`src/rtl/cache_refill.sv`:
```
// Page-cache miss handler: picks a round-robin victim slot, invalidates its tag,
// copies one page byte by byte from backing memory into SRAM, then commits the tag.
module cache_refill #(
  parameter int unsigned PAGE_BITS   = 14,
  parameter int unsigned OFFSET_BITS = 10,
  parameter int unsigned SLOT_BITS   = 2
) (
  input  logic                             fpgaClk,
  input  logic                             resetN,
  input  logic                             miss_req,
  input  logic [PAGE_BITS-1:0]             miss_page,
  output logic                             fill_busy,
  output logic                             fill_done,
  output logic [SLOT_BITS-1:0]             fill_slot,
  output logic                             tag_we,
  output logic [SLOT_BITS-1:0]             tag_slot,
  output logic [PAGE_BITS-1:0]             tag_page,
  output logic                             tag_valid,
  output logic                             mem_req,
  output logic [PAGE_BITS+OFFSET_BITS-1:0] mem_addr,
  input  logic                             mem_ack,
  input  logic [7:0]                       mem_data,
  output logic                             sram_ce,
  output logic                             sram_we,
  output logic [SLOT_BITS+OFFSET_BITS-1:0] sram_addr,
  output logic [7:0]                       sram_data
);

  localparam int unsigned MemAddrW  = PAGE_BITS + OFFSET_BITS;
  localparam int unsigned SramAddrW = SLOT_BITS + OFFSET_BITS;

  typedef enum logic [2:0] {
    IDLE, INVAL, FETCH, WRITE, COMMIT, DONE, RELEASE
  } state_e;

  state_e                 state_q, state_d;
  logic [PAGE_BITS-1:0]   page_q, page_d;
  logic [SLOT_BITS-1:0]   slot_q, slot_d;
  logic [SLOT_BITS-1:0]   victim_q, victim_d;
  logic [OFFSET_BITS-1:0] off_q, off_d;
  logic [7:0]             data_q, data_d;

  logic                   busy_q, busy_d;
  logic                   done_q, done_d;
  logic                   tag_we_q, tag_we_d;
  logic                   tag_valid_q, tag_valid_d;
  logic [SLOT_BITS-1:0]   tag_slot_q, tag_slot_d;
  logic [PAGE_BITS-1:0]   tag_page_q, tag_page_d;
  logic                   mem_req_q, mem_req_d;
  logic [MemAddrW-1:0]    mem_addr_q, mem_addr_d;
  logic                   sram_ce_q, sram_ce_d;
  logic                   sram_we_q, sram_we_d;
  logic [SramAddrW-1:0]   sram_addr_q, sram_addr_d;
  logic [7:0]             sram_data_q, sram_data_d;

  // Next state and datapath; outputs are decoded from the next state so they register in step with it.
  always_comb begin
    state_d  = state_q;
    page_d   = page_q;
    slot_d   = slot_q;
    victim_d = victim_q;
    off_d    = off_q;
    data_d   = data_q;

    unique case (state_q)
      IDLE: begin
        if (miss_req) begin
          page_d  = miss_page;
          slot_d  = victim_q;
          off_d   = '0;
          state_d = INVAL;
        end
      end
      INVAL: state_d = FETCH;
      FETCH: begin
        if (mem_ack) begin
          data_d  = mem_data;
          state_d = WRITE;
        end
      end
      WRITE: begin
        if (&off_q) begin
          state_d = COMMIT;
        end else begin
          off_d   = OFFSET_BITS'(off_q + 1'b1);
          state_d = FETCH;
        end
      end
      COMMIT: begin
        victim_d = SLOT_BITS'(victim_q + 1'b1);
        state_d  = DONE;
      end
      DONE: state_d = RELEASE;
      RELEASE: begin
        if (!miss_req) state_d = IDLE;
      end
      default: state_d = IDLE;
    endcase

    busy_d      = (state_d != IDLE);
    done_d      = (state_d == DONE);
    tag_we_d    = (state_d == INVAL) || (state_d == COMMIT);
    tag_valid_d = (state_d == COMMIT);
    tag_slot_d  = tag_we_d ? slot_d : tag_slot_q;
    tag_page_d  = tag_we_d ? page_d : tag_page_q;
    mem_req_d   = (state_d == FETCH);
    mem_addr_d  = mem_req_d ? {page_d, off_d} : mem_addr_q;
    sram_ce_d   = (state_d == WRITE);
    sram_we_d   = (state_d == WRITE);
    sram_addr_d = sram_we_d ? {slot_d, off_d} : sram_addr_q;
    sram_data_d = sram_we_d ? data_d : sram_data_q;
  end

  // State, datapath and output registers; reset aborts any fill without a commit.
  always_ff @(posedge fpgaClk or negedge resetN) begin
    if (!resetN) begin
      state_q     <= IDLE;
      page_q      <= '0;
      slot_q      <= '0;
      victim_q    <= '0;
      off_q       <= '0;
      data_q      <= '0;
      busy_q      <= 1'b0;
      done_q      <= 1'b0;
      tag_we_q    <= 1'b0;
      tag_valid_q <= 1'b0;
      tag_slot_q  <= '0;
      tag_page_q  <= '0;
      mem_req_q   <= 1'b0;
      mem_addr_q  <= '0;
      sram_ce_q   <= 1'b0;
      sram_we_q   <= 1'b0;
      sram_addr_q <= '0;
      sram_data_q <= '0;
    end else begin
      state_q     <= state_d;
      page_q      <= page_d;
      slot_q      <= slot_d;
      victim_q    <= victim_d;
      off_q       <= off_d;
      data_q      <= data_d;
      busy_q      <= busy_d;
      done_q      <= done_d;
      tag_we_q    <= tag_we_d;
      tag_valid_q <= tag_valid_d;
      tag_slot_q  <= tag_slot_d;
      tag_page_q  <= tag_page_d;
      mem_req_q   <= mem_req_d;
      mem_addr_q  <= mem_addr_d;
      sram_ce_q   <= sram_ce_d;
      sram_we_q   <= sram_we_d;
      sram_addr_q <= sram_addr_d;
      sram_data_q <= sram_data_d;
    end
  end

  assign fill_busy = busy_q;
  assign fill_done = done_q;
  assign fill_slot = slot_q;
  assign tag_we    = tag_we_q;
  assign tag_valid = tag_valid_q;
  assign tag_slot  = tag_slot_q;
  assign tag_page  = tag_page_q;
  assign mem_req   = mem_req_q;
  assign mem_addr  = mem_addr_q;
  assign sram_ce   = sram_ce_q;
  assign sram_we   = sram_we_q;
  assign sram_addr = sram_addr_q;
  assign sram_data = sram_data_q;

endmodule
```
`config.mk`:
```
export PLATFORM = sky130hd
export DESIGN_NAME = cache_refill
export DESIGN_NICKNAME = d
export VERILOG_FILES = /design/src/rtl/cache_refill.sv
export SDC_FILE = /design/constraint.sdc
export NUM_CORES = 1
export LEC_CHECK = 0
export ABC_CLOCK_PERIOD_IN_PS = 2500
export BUFFER_PORTS_ARGS = -buffer_cell sky130_fd_sc_hd__buf_2
export CAP_MARGIN = 20
export CORE_MARGIN = 2
export CORE_UTILIZATION = 53
export DETAILED_ROUTE_END_ITERATION = 6
export PLACE_DENSITY = 0.76
export SETUP_SLACK_MARGIN = 0.5
export SYNTH_ARGS = -nofsm -noshare
export SYNTH_HDL_FRONTEND = slang
export SYNTH_SLANG_ARGS = --single-unit
```
`constraint.sdc`:
```
create_clock -name fpgaClk -period 2.5 [get_ports fpgaClk]
set_clock_uncertainty 0.15 [all_clocks]
set_input_delay 0.25 -clock fpgaClk [delete_from_list [all_inputs] [get_ports fpgaClk]]
set_output_delay 0.25 -clock fpgaClk [all_outputs]
set_load 0.005 [all_outputs]
```
==> flow_metrics.env <==
export IMPL_max_cap_violations=0
export IMPL_clock_sink_count=97
export IMPL_layout_drive_gt1_share_pct=42.77
export IMPL_h_tree_depth=3
export IMPL_timing_final_ws_setup_ns=0.5467
export IMPL_ff2ff_path_depth=3
export IMPL_cp_start_kind="flop"
export IMPL_finalHoldViolations=0
export IMPL_min_to="state_q[0]$_DFF_PN0_"
export IMPL_global_route_usage_total_pct=22.56
export IMPL_grt_start_max_net_pins=53
export IMPL_synthToLayoutAreaGrowth_pct=26.34
export IMPL_cts_root_buf="clkbuf_8"
export IMPL_die_height_um=91.94
export IMPL_clk_path_buf_depth=2
export IMPL_netlist_area_um2=4099
export IMPL_place_port_buffers=94
export IMPL_synth_compound_area_share_pct=8.547
export IMPL_grt_antenna_before_repair=0
export IMPL_max_slew_margin_pct=61.54
export IMPL_grt_met2_usage_pct=38.60
export IMPL_fp_coreArea_um2=7607
export IMPL_detailedPlacementHpwl_um=5682
export IMPL_synth_async_reset_ratio_pct=100.0
export IMPL_critical_path_reg2reg_endpoint="sram_addr[6]$_DFFE_PN0N_"
export IMPL_maxClockFrequency_mhz=511.9
export IMPL_synthMuxAreaShare_pct=9.493
export IMPL_ys_dominant_reg_cell="dfrtp_1"
export IMPL_grt_pass1_vias=3002
export IMPL_grt_met3_usage_pct=4.108
export IMPL_number_of_warning_messages_in_the_yosys_log=0
export IMPL_max_vdd_ir_drop_v=0.0005903
export IMPL_timing_worst_setup_path_type="flop to flop"
export IMPL_hold_path_depth=3
export IMPL_grt_busiest_layer="met2"
export IMPL_synth_fa_ha_area_share_pct=0.3053
export IMPL_area_share_of_xor_xnor_cells_in_the_synthesized_design_pct=0.4274
export IMPL_synth_edff_count=0
export IMPL_grt_first_pass_wirelength_um=14840
export IMPL_fin_tns_setup_ns=0
export IMPL_die_width_um=91.94
export IMPL_tritoncts="built"
export IMPL_holdCritStartpoint="mem_ack"
export IMPL_grt_remaining_overflow=0
export IMPL_placement_setup_worst_slack_ns=0.2862
export IMPL_p_per_area_nw_per_um2=756.7
export IMPL_ant_nets=0
export IMPL_synth_top_family_by_area="simple AND/OR/NAND/NOR gates"
export IMPL_route_final_wire_length_um=9095
export IMPL_commonest_cells_after_routing_fill_and_taps_aside="buf_2, dfrtp_1, nand2_1"
export IMPL_pin_count=95
export IMPL_grt_use_met1_pct=29.49
export IMPL_setup_reg_to_reg_worst_slack_ns=0.55
export IMPL_critPathArrivalTime_ns=2.05
export IMPL_die_area_um2=8453
export IMPL_rsz0062_at_grt="true"
export IMPL_path_clk_slew_ns=0.09
export IMPL_synth_cell_types=52
export IMPL_timing_final_crit_period_ns=1.953
export IMPL_routedWlPerCell_um=15.71
export IMPL_post_synth_cell_area_avg_um2=11.71
export IMPL_clk_insertion_delay_late_ns=0.36
export IMPL_dr_pass1_iters=4
export IMPL_crit_path_max_fanout=15
export IMPL_synth_seq_cells=97
export IMPL_reg2reg_from="state_q[0]$_DFF_PN0_"
export IMPL_synth_nets=377
export IMPL_timing_max_transition_violations_final=0
export IMPL_period_utilization_post_route_pct=78.13
export IMPL_sequential_cell_area_fraction_in_the_yosys_report_pct=59.22
export IMPL_critical_path_endpoint_type="flop"
export IMPL_drc_errors=0
export IMPL_routed_via_density=5.323
export IMPL_required_ns=2.60
export IMPL_post_synth_inst_count=350
export IMPL_worst_pin_slew_ns=0.5769
export IMPL_gp_congestion=0.8931
export IMPL_n_antenna_cell=0
export IMPL_worstHoldPathType="primary input to flop"
export IMPL_number_of_nets_in_the_finished_design=499
export IMPL_dr_first_iter_drc_count=138
export IMPL_placement_rows=32
export IMPL_via_count=3082
export IMPL_most_common_library_cell_in_the_layout_ignoring_fill_and_taps="buf_2"
export IMPL_outcome="finished, final reports clean"
export IMPL_cts_inserted_buffers=9
export IMPL_setup_violations_final=0
export IMPL_floorplan_initialDensity_pct=53.88
export IMPL_synthSimpleGateAreaFrac_pct=17.31
export IMPL_p_leak_nw=2.601
-- worst max-delay path by stage --
stage	start	to	slack [ns]	cells after the start
3_3_place_gp	state_q[1]$_DFF_PN0_	sram_addr[6]$_DFFE_PN0N_	0.37	3
4_1_cts	state_q[2]$_DFF_PN0_	sram_addr[4]$_DFFE_PN0N_	0.50	4
6_report	state_q[0]$_DFF_PN0_	sram_addr[6]$_DFFE_PN0N_	0.55	3
3_5_place_dp	off_q[0]$_DFF_PN0_	sram_addr[4]$_DFFE_PN0N_	0.29	5
5_1_grt	off_q[1]$_DFF_PN0_	mem_addr[4]$_DFFE_PN0N_	0.49	6
2_1_floorplan	state_q[2]$_DFF_PN0_	sram_addr[0]$_DFFE_PN0N_	0.54	6
-- metal layers --
metal,vias up,part of all wire [%]
li1,1453,-
met3,10,5.7
met5,-,0
met2,108,49
met1,1511,44
met4,0,1.1
-- timing repair --
item | CTS | global route
endpoints found under the hold margin | 67 | 0
buffers inserted | 2 | 5
hold buffers | 23 | 0
pin swaps | 1 | 0
gates resized for setup | 10 | 12
gates cloned | 2 | 0
setup endpoints to repair | 51 | 42
-- layout make-up --
type / count / area (um^2)
fill: 580 / 2429
tap: 102 / 127.6
sequential: 97 / 2440
inverter: 6 / 30.03
clock inverter: 5 / 62.56
clock buffer: 11 / 151.4
multi-input combinational: 227 / 1529
timing repair buffer: 131 / 838.3
-- through the flow --
stage	hold slack [ns]	cells	utilization [%]	total power (W)	cell area (um^2)
floorplan	-0.1956	350	-	0.002453	4099
global placement	0.1402	531	60.58	0.002740	4608
detailed placement	0.1456	531	60.58	0.002775	4608
CTS	0.04974	574	67.15	0.003877	5109
global route	0.08309	579	68.08	0.004137	5179
finish	0.05745	579	68.08	0.003919	5179
-- report_power, final --
part | internal [W] | switching, W | leakage, nW
logic | 0.000424 | 0.000400 | 1.30
registers | 0.00183 | 0.000213 | 1.19
clock network | 0.000524 | 0.000532 | 0.107
total | 0.00277 | 0.00115 | 2.60
-- registers in the layout (all words and copies together) (netlist names), 2 cells and up --
register / count
mem_addr: 24
sram_data: 8
off_q: 10
page_q: 14
victim_q: 2
tag_slot: 2
state_q: 3
fill_slot: 2
sram_addr: 12
tag_page: 14
-- worst max-delay path: stages (launching register included) --
cell     delay, ns
dfrtp_2       0.51
or4b_4        0.63
a31o_2        0.28
mux2_2        0.26
-- synthesized netlist by cell type, types with 2 or more instances --
cell      number  area (um^2)
nand3_1        4        20.02
inv_1          5        18.77
nor4_1         3        18.77
buf_6          6        67.56
mux2_4        15        225.2
buf_2          5        25.02
and3_1         2        12.51
clkbuf_1       3        11.26
dfrtp_1       97         2427
nand4_2        2        25.02
mux2i_1        4        40.04
buf_4          6        45.04
nand2_2       28        175.2
nand3b_1       2        15.01
and4_1         2        17.52
a31oi_1       20        125.1
o211ai_1       2        15.01
nand4_1        2        12.51
o21ai_0        6        30.03
mux2_2        11        123.9
a211oi_1       3        22.52
nor2_1        25        93.84
and2_1         2        12.51
nand2_1       56        210.2
a21o_1         2        15.01
nor3_1         3        15.01
a21oi_1        9        45.04
-- cell families (layout without fill, tap and decap cells) --
group	after synthesis	after routing
buf+inv	28	153
xor+xnor	2	2
compound gates	52	52
simple gates	140	142
flops	97	97
fa+ha+maj	1	1
mux	30	30
Note: power is estimated with default switching activity, not from simulation.
